===== src/rtl/reg_32_shift_ctrl_if.sv =====
// Request channel into reg_32_shift_ctrl: valid/ready handshake carrying the
// word to load, the shift direction and the shift length.
interface reg_32_shift_ctrl_if;
  logic        START_VALID;
  logic        START_READY;
  logic [31:0] START_DATA;
  logic        START_DIR;
  logic [5:0]  START_LEN;

  modport master (output START_VALID, START_DATA, START_DIR, START_LEN, input START_READY);
  modport slave  (input START_VALID, START_DATA, START_DIR, START_LEN, output START_READY);
endinterface


===== src/rtl/reg_32_shift_ctrl.sv =====
// Sequencer for a 32-bit shift register: one parallel load, N serial shifts, serial tap capture.
// Optional RX_PARITY output enabled by defining REG32_SHIFT_CTRL_PARITY_EN.
module reg_32_shift_ctrl #(
  parameter logic [1:0] MODO_LOAD  = 2'b10,
  parameter logic [1:0] MODO_SHIFT = 2'b00,
  parameter logic [1:0] MODO_IDLE  = 2'b11,
  parameter logic       FILL_BIT   = 1'b0
) (
  input  logic                CLK,
  input  logic                RESET,
  reg_32_shift_ctrl_if.slave  start,
  input  logic                ABORT,
  input  logic                SER_TAP,
  output logic                ENB,
  output logic [1:0]          MODO,
  output logic                DIR,
  output logic [31:0]         D,
  output logic                S_IN,
  output logic [31:0]         RX_DATA,
  output logic                RX_VALID,
`ifdef REG32_SHIFT_CTRL_PARITY_EN
  output logic                RX_PARITY,
`endif
  output logic                BUSY
);

  typedef enum logic [1:0] {S_IDLE, S_LOAD, S_SHIFT, S_DONE} state_t;

  state_t      r_state;
  state_t      w_state_next;
  logic [5:0]  r_cnt;
  logic [31:0] r_d;
  logic        r_dir;
  logic [31:0] r_rx;
  logic        w_accept;
  logic [5:0]  w_len_eff;

  // Zero and anything above 32 both mean a full-word transfer.
  assign w_len_eff = (start.START_LEN == 6'd0 || start.START_LEN > 6'd32) ? 6'd32 : start.START_LEN;

  always_ff @(posedge CLK) begin
    if (RESET) begin
      r_state <= S_IDLE;
    end else begin
      r_state <= w_state_next;
    end
  end

  always_comb begin
    w_state_next = r_state;
    w_accept     = 1'b0;
    ENB          = 1'b0;
    MODO         = MODO_IDLE;
    S_IN         = 1'b0;
    RX_VALID     = 1'b0;
    BUSY         = 1'b1;
    case (r_state)
      S_IDLE: begin
        BUSY = 1'b0;
        if (start.START_VALID) begin
          w_accept     = 1'b1;
          w_state_next = S_LOAD;
        end
      end
      S_LOAD: begin
        ENB          = 1'b1;
        MODO         = MODO_LOAD;
        w_state_next = ABORT ? S_IDLE : S_SHIFT;
      end
      S_SHIFT: begin
        ENB  = 1'b1;
        MODO = MODO_SHIFT;
        S_IN = FILL_BIT;
        if (ABORT) begin
          w_state_next = S_IDLE;
        end else if (r_cnt == 6'd1) begin
          w_state_next = S_DONE;
        end
      end
      S_DONE: begin
        RX_VALID     = 1'b1;
        w_state_next = S_IDLE;
      end
      default: begin
        w_state_next = S_IDLE;
      end
    endcase
  end

  assign start.START_READY = ~BUSY;

  // The capture also happens on an aborting shift cycle, so a partial word keeps that bit.
  always_ff @(posedge CLK) begin
    if (RESET) begin
      r_cnt <= 6'd0;
      r_d   <= 32'd0;
      r_dir <= 1'b0;
      r_rx  <= 32'd0;
    end else if (w_accept) begin
      r_cnt <= w_len_eff;
      r_d   <= start.START_DATA;
      r_dir <= start.START_DIR;
      r_rx  <= 32'd0;
    end else if (r_state == S_SHIFT) begin
      r_rx  <= {r_rx[30:0], SER_TAP};
      r_cnt <= r_cnt - 6'd1;
    end
  end

`ifdef REG32_SHIFT_CTRL_PARITY_EN
  logic r_parity;

  always_ff @(posedge CLK) begin
    if (RESET) begin
      r_parity <= 1'b0;
    end else if (w_accept) begin
      r_parity <= 1'b0;
    end else if (r_state == S_SHIFT) begin
      r_parity <= r_parity ^ SER_TAP;
    end
  end

  assign RX_PARITY = r_parity;
`endif

  assign D       = r_d;
  assign DIR     = r_dir;
  assign RX_DATA = r_rx;

endmodule


===== src/flat_wrapper.sv =====
// flat-port wrapper written by rule: the top's interface ports become plain ports
module reg_32_shift_ctrl_flat 
#(
  parameter logic [1:0] MODO_LOAD  = 2'b10,
  parameter logic [1:0] MODO_SHIFT = 2'b00,
  parameter logic [1:0] MODO_IDLE  = 2'b11,
  parameter logic       FILL_BIT   = 1'b0
)
  (CLK, RESET, ABORT, SER_TAP, ENB, MODO, DIR, D, S_IN, RX_DATA, RX_VALID, BUSY, start_START_VALID, start_START_DATA, start_START_DIR, start_START_LEN, start_START_READY);
  reg_32_shift_ctrl_if start_i ();
  input  logic CLK;
  input  logic RESET;
  input  logic ABORT;
  input  logic SER_TAP;
  output logic ENB;
  output logic [1:0] MODO;
  output logic DIR;
  output logic [31:0] D;
  output logic S_IN;
  output logic [31:0] RX_DATA;
  output logic RX_VALID;
  output logic BUSY;
  input wire logic [$bits(start_i.START_VALID)-1:0] start_START_VALID;
  input wire logic [$bits(start_i.START_DATA)-1:0] start_START_DATA;
  input wire logic [$bits(start_i.START_DIR)-1:0] start_START_DIR;
  input wire logic [$bits(start_i.START_LEN)-1:0] start_START_LEN;
  output wire logic [$bits(start_i.START_READY)-1:0] start_START_READY;
  assign start_i.START_VALID = start_START_VALID;
  assign start_i.START_DATA = start_START_DATA;
  assign start_i.START_DIR = start_START_DIR;
  assign start_i.START_LEN = start_START_LEN;
  assign start_START_READY = start_i.START_READY;
  reg_32_shift_ctrl #(.MODO_LOAD(MODO_LOAD), .MODO_SHIFT(MODO_SHIFT), .MODO_IDLE(MODO_IDLE), .FILL_BIT(FILL_BIT)) u_core (.CLK(CLK), .RESET(RESET), .start(start_i), .ABORT(ABORT), .SER_TAP(SER_TAP), .ENB(ENB), .MODO(MODO), .DIR(DIR), .D(D), .S_IN(S_IN), .RX_DATA(RX_DATA), .RX_VALID(RX_VALID), .BUSY(BUSY));
endmodule

===== config.mk =====
export PLATFORM = sky130hd
export DESIGN_NAME = reg_32_shift_ctrl_flat
export DESIGN_NICKNAME = d
export VERILOG_FILES = /design/src/rtl/reg_32_shift_ctrl_if.sv /design/src/rtl/reg_32_shift_ctrl.sv /design/src/flat_wrapper.sv
export SDC_FILE = /design/constraint.sdc
export NUM_CORES = 1
export LEC_CHECK = 0
export CORE_UTILIZATION = 40
export DETAILED_ROUTE_END_ITERATION = 10
export GPL_TIMING_DRIVEN = 0
export PLACE_DENSITY_LB_ADDON = 0.05
export RECOVER_POWER = 25
export SETUP_SLACK_MARGIN = 0.4
export SLEW_MARGIN = 10
export SYNTH_ARGS = -nofsm -noshare
export SYNTH_HDL_FRONTEND = slang
export SYNTH_SLANG_ARGS = --single-unit
export TNS_END_PERCENT = 1

===== constraint.sdc =====
create_clock -name CLK -period 1.5 [get_ports CLK]
set_input_delay 0.15 -clock CLK [delete_from_list [all_inputs] [get_ports CLK]]
set_output_delay 0.15 -clock CLK [all_outputs]
set_load 0.005 [all_outputs]

**Word-level counts from Yosys, hierarchy flattened**

Index checks and enable logic that the tools add are counted.

- Memory bits (read-only): 0
- Bits in registers: 73
- Bits of input ports: 44
- Output and inout bits: 72
- Bits in writable memories: 0
- Latch bits: 0
- Memories: 0

- Reductions and logical operators: 7
- Muxes and demuxes: 14
- Add/sub/neg operators: 1
- Shifts and indexed selects: 0
- Magnitude comparators: 1
- Bitwise gates (word level): 0
- Div/mod/pow operators: 0
- $mul: 0
- Equality and inequality tests: 6

Operator list:

| cell | number |
|---|---|
| two-way mux 6 bit | 3 |
| two-way mux 2 bit | 4 |
| case mux 2 bit (4 select lines) | 1 |
| equality test 6 x 1 -> 1 bit (second input constant) | 1 |
| greater-than comparator 6 bit (second input constant) | 1 |
| logical NOT 6 bit | 1 |
| subtractor 6 x 1 -> 6 bit (second input constant) | 1 |
| two-way mux 1 bit | 5 |
| equality test 2 bit (second input constant) | 2 |
| case mux 2 bit (2 select lines) | 1 |
| OR reduction 2 bit | 2 |
| != test 3 x 2 -> 1 bit (second input constant) | 1 |
| equality test 2 x 1 -> 1 bit (second input constant) | 1 |
| logical NOT 2 bit | 1 |
| != test 2 bit (second input constant) | 1 |
| AND reduction 2 bit | 1 |
| nonzero test 2 bit | 1 |
| logical OR 1 bit | 1 |

**Logic depth before layout (Yosys ltp)**

- Depth after elaboration: 4
- Gate-level depth with buffers: 7

**Worst setup path before layout**

OpenSTA, ideal clock, no wires.

- Path kind: reg2reg
- Start point: register u_core.r_state[0]
- End point: register u_core.r_d[19] (netlist: u_core.D[19])
- Slack: 0.111 ns
- Data arrival time: 1.318 ns
- Buffers on the path: 1
- Data required time: 1.430 ns
- Library setup time: 0.070 ns
- Stages on the path, launching flop included: 7
- Cells stage by stage: dfxtp_1 > inv_1 > ha_1 > nand2_1 > buf_1 > nand2_1 > a21oi_1

- Word-level cells in the longest chain between the ends: 2

RTL lines:

| element | RTL line | source |
|---|---|---|
| start: declaration | reg_32_shift_ctrl.sv:29 | `state_t r_state;` |
| start signal: assignment | reg_32_shift_ctrl.sv:45 | `r_state <= w_state_next;` |
| logical NOT 2 bit | -- |  |
| named net start_START_READY | flat_wrapper.sv:27 | `output wire logic [$bits(start_i.START_READY)-1:0] start_START_READY;` |
| two-way mux 1 bit | reg_32_shift_ctrl.sv:57 | `case (r_state)` |
| end signal: assignment | reg_32_shift_ctrl.sv:101 | `r_d <= start.START_DATA;` |
| end: declaration | reg_32_shift_ctrl.sv:32 | `logic [31:0] r_d;` |

The timed path passes the listed nets, and every way through them passes these cells.
A chain may end at the register's enable or synchronous reset.

**Final worst setup path**

- Start point: register u_core.r_d[24] (netlist: u_core.D[24])
- End point: output port D[24]

RTL lines:

| element | RTL line | source |
|---|---|---|
| end: declaration | flat_wrapper.sv:18 | `output logic [31:0] D;` |

No word-level cell between the ends.

==> impl_metrics.json <==
{
  "async_reset_ff_share_pct": 0,
  "r2r-start": "u_core.r_state[1]",
  "cts_hold_repair.buffers": 0,
  "power_frac_seq_pct": 46.8,
  "hp-class": "in -> reg",
  "path_depth": 1,
  "coreArea_um2": 6790,
  "syn_area_um2": 2820,
  "reg2reg_slack_ns": 0.16,
  "drcViolationCount": 0,
  "postSynthCellCount": 313,
  "insertion_delay_ns": 0.33,
  "final_cell_count_no_fill": 543,
  "path_class": "reg -> out",
  "maxCapViolations": 0,
  "yosysWarnings": 0,
  "worstRegToRegCells": 6,
  "grt_pass1_vias": 2271,
  "start_kind": "flip-flop",
  "crit_start": "u_core.D[24]",
  "grt_max_degree": 14,
  "synth_seq_area_share_pct": 51.9,
  "grt_antenna_before_repair": 0,
  "p_sw_share_pct": 24.4,
  "ant_nets": 0,
  "pwr-share-clk_pct": 37.4,
  "placed_area_um2": 4160,
  "peakVddDrop_v": 0.000545,
  "critPathBufInv": 1,
  "drt_iter0_drc": 81,
  "vias_per_cell": 4.56,
  "grt_usage_pct": 17.9,
  "ys_dominant_reg_cell": "dfxtp_1",
  "grt_overflow_total": 0,
  "cts_buffers": 9,
  "syn_to_final_growth_pct": 57.6,
  "dpl.hpwl_mm": 4.63,
  "r2r_end": "u_core.r_cnt[5]",
  "drive_above_1_share_pct": 15.7,
  "dieArea_um2": 7380,
  "setup_viol": 0,
  "gp_congestion": 0.720,
  "clock_path_buffers": 2,
  "port_buffers": 114,
  "wl_met3_um": 577,
  "skew_ns": 0.00642,
  "pre_cts_slack_ns": -0.118,
  "crit_path_max_fanout": 2,
  "die_h_um": 85.9,
  "start_util_pct": 41.4,
  "rsz0062_at_grt": "yes",
  "synth_edf_count": 0,
  "cts_sinks": 73,
  "netSwitchingPower_w": 0.00108,
  "max_stage_delay_ns": 0.57,
  "worst_slack_ns": 0.123,
  "worstSetupEndpointType": "output port",
  "powerDensity_nw_per_um2": 1000,
  "worstSetupEndpoint": "D[24]",
  "most-common-layout-cells": "101 x clkdlybuf4s50_1, 69 x nand2_1, 57 x dfxtp_1, 37 x a21oi_1, 36 x nor2_1",
  "mappedNetlistNets": 364,
  "layout_commonest_cell": "clkdlybuf4s50_1",
  "p_int_w": 0.00335,
  "highest-signal-layer": "met4",
  "post-place-cells": 523,
  "max_freq_mhz": 726,
  "cp_data_required_time_ns": 1.35,
  "path_cells": "dlygate4sd3_1",
  "period_share_pct": 91.8,
  "grt_pass1_wl_mm": 10.3,
  "htree_levels": 3,
  "fin_hold_ws_ns": 0.354,
  "synth_seq_cells": 73,
  "critPathTopFamily": "buffers and inverters",
  "hold_viol_final": 0,
  "drv_slew": 0,
  "cts_root_buf": "clkbuf_8",
  "clkTransAtPathRegs_ns": 0.08,
  "finalInstanceArea_um2": 4440,
  "status": "finished, final reports clean",
  "vias": 2474,
  "ys_types": 33,
  "arrival_ns": 1.23,
  "dr.pass1.iters": 4,
  "cp_slowest_cell": "dlygate4sd3_1",
  "wl_met2_mm": 2.93,
  "die_w_um": 85.9,
  "share_comb_of_total_power_pct": 15.8,
  "final_nets": 493,
  "cts_tree": "built",
  "post_drt_wl_per_cell_um": 11.7,
  "syn_avg_cell_area_um2": 8.99,
  "p_leak_nw": 1.62,
  "n_antenna_cell": 0,
  "drt-total-wl_mm": 6.37,
  "p_total_w": 0.00444,
  "min_period_ns": 1.38,
  "ioPinCount": 116,
  "m1WireLength_mm": 2.78,
  "std_cell_rows": 30
}
## synth_stat cells (2+ instances only)
master     n  share of area, %
o21ai_1    3              0.53
a21oi_1   38               6.8
buf_1      2              0.27
ha_1       7               3.1
mux2i_1   32                11
inv_2      2              0.27
nand2_1   71               9.5
inv_1      7              0.93
nor2_1    36               4.8
buf_4      5               1.3
dfxtp_1   73                52
xnor2_1    4               1.2
buf_2      9               1.6
clkbuf_1   4              0.53
nand3_1    2              0.36
## registers in the layout, summed over array words and instances, names as in the netlist
name	flops
u_core.D	32
u_core.RX_DATA	32
u_core.r_cnt	6
u_core.r_state	2
u_core.DIR	1
## through the flow
| stage | TNS, ns | util (%) |
|---|---|---|
| 5_1_grt | 0 | 65.3 |
| 6_report | 0 | 65.3 |
| 3_5_place_dp | -1.09 | 61.2 |
| 3_3_place_gp | -1.11 | 61.2 |
| 4_1_cts | 0 | 65.1 |
| 2_1_floorplan | 0 | - |
## cell families (layout without fill, tap and decap cells)
logic type	Yosys count	after routing	share of synthesized area [%]
simple gates	117	117	17.3
fa+ha+maj	7	7	3.11
xor+xnor	5	5	1.56
buf+inv	29	163	4.93
flops	73	73	51.9
other cells	1	1	0.133
compound gates	49	49	9.64
mux	32	32	11.4
## power groups by stage
stage	logic (W)	registers [W]	clock network, W
CTS	0.000708	0.00208	0.00171
detailed placement	0.000696	0.00212	0
floorplan	0.000329	0.00212	0
global route	0.000771	0.00209	0.00182
finish	0.000699	0.00208	0.00166
global placement	0.000690	0.00212	0
## cell type report
type	instances	area (um^2)
fillers	600	2360
flip-flops and latches	73	1490
multi-input cells	211	1260
repair buffers	118	1140
plain buffers	20	164
clock buffers	10	128
well taps	96	120
clock inverters	6	90.1
inverters	9	43.8
## per-layer routing
layer  up-vias  GRT usage, %
met5         -             0
met4         0          8.18
met2        81          28.9
met3         9          7.51
li1       1281             -
met1      1103          20.6
## what timing repair did
| action | in CTS | in global routing |
|---|---|---|
| pin swaps | 5 | 1 |
| endpoints found under the setup margin | 144 | 144 |
| buffers inserted | 4 | 0 |
| resized for setup | 43 | 13 |
## worst register-to-register path, cell delays in order, from the launching register on
cell	delay, ns
dfxtp_4	0.38
buf_6	0.10
ha_4	0.16
nor4b_4	0.25
nand2_1	0.11
xor2_1	0.18
a21oi_2	0.06
## worst min-delay path by stage
stage | startpoint | to | cells past startpoint
6_report | start_START_DATA[9] | u_core.D[9] | 3
5_1_grt | start_START_DATA[6] | u_core.D[6] | 3
4_1_cts | start_START_DATA[10] | u_core.D[10] | 3
3_5_place_dp | u_core.D[31] | u_core.D[31] | 2
3_3_place_gp | u_core.D[27] | u_core.D[27] | 2
2_1_floorplan | start_START_DIR | u_core.DIR | 2
No activity file was read; power rests on OpenSTA's default activity.
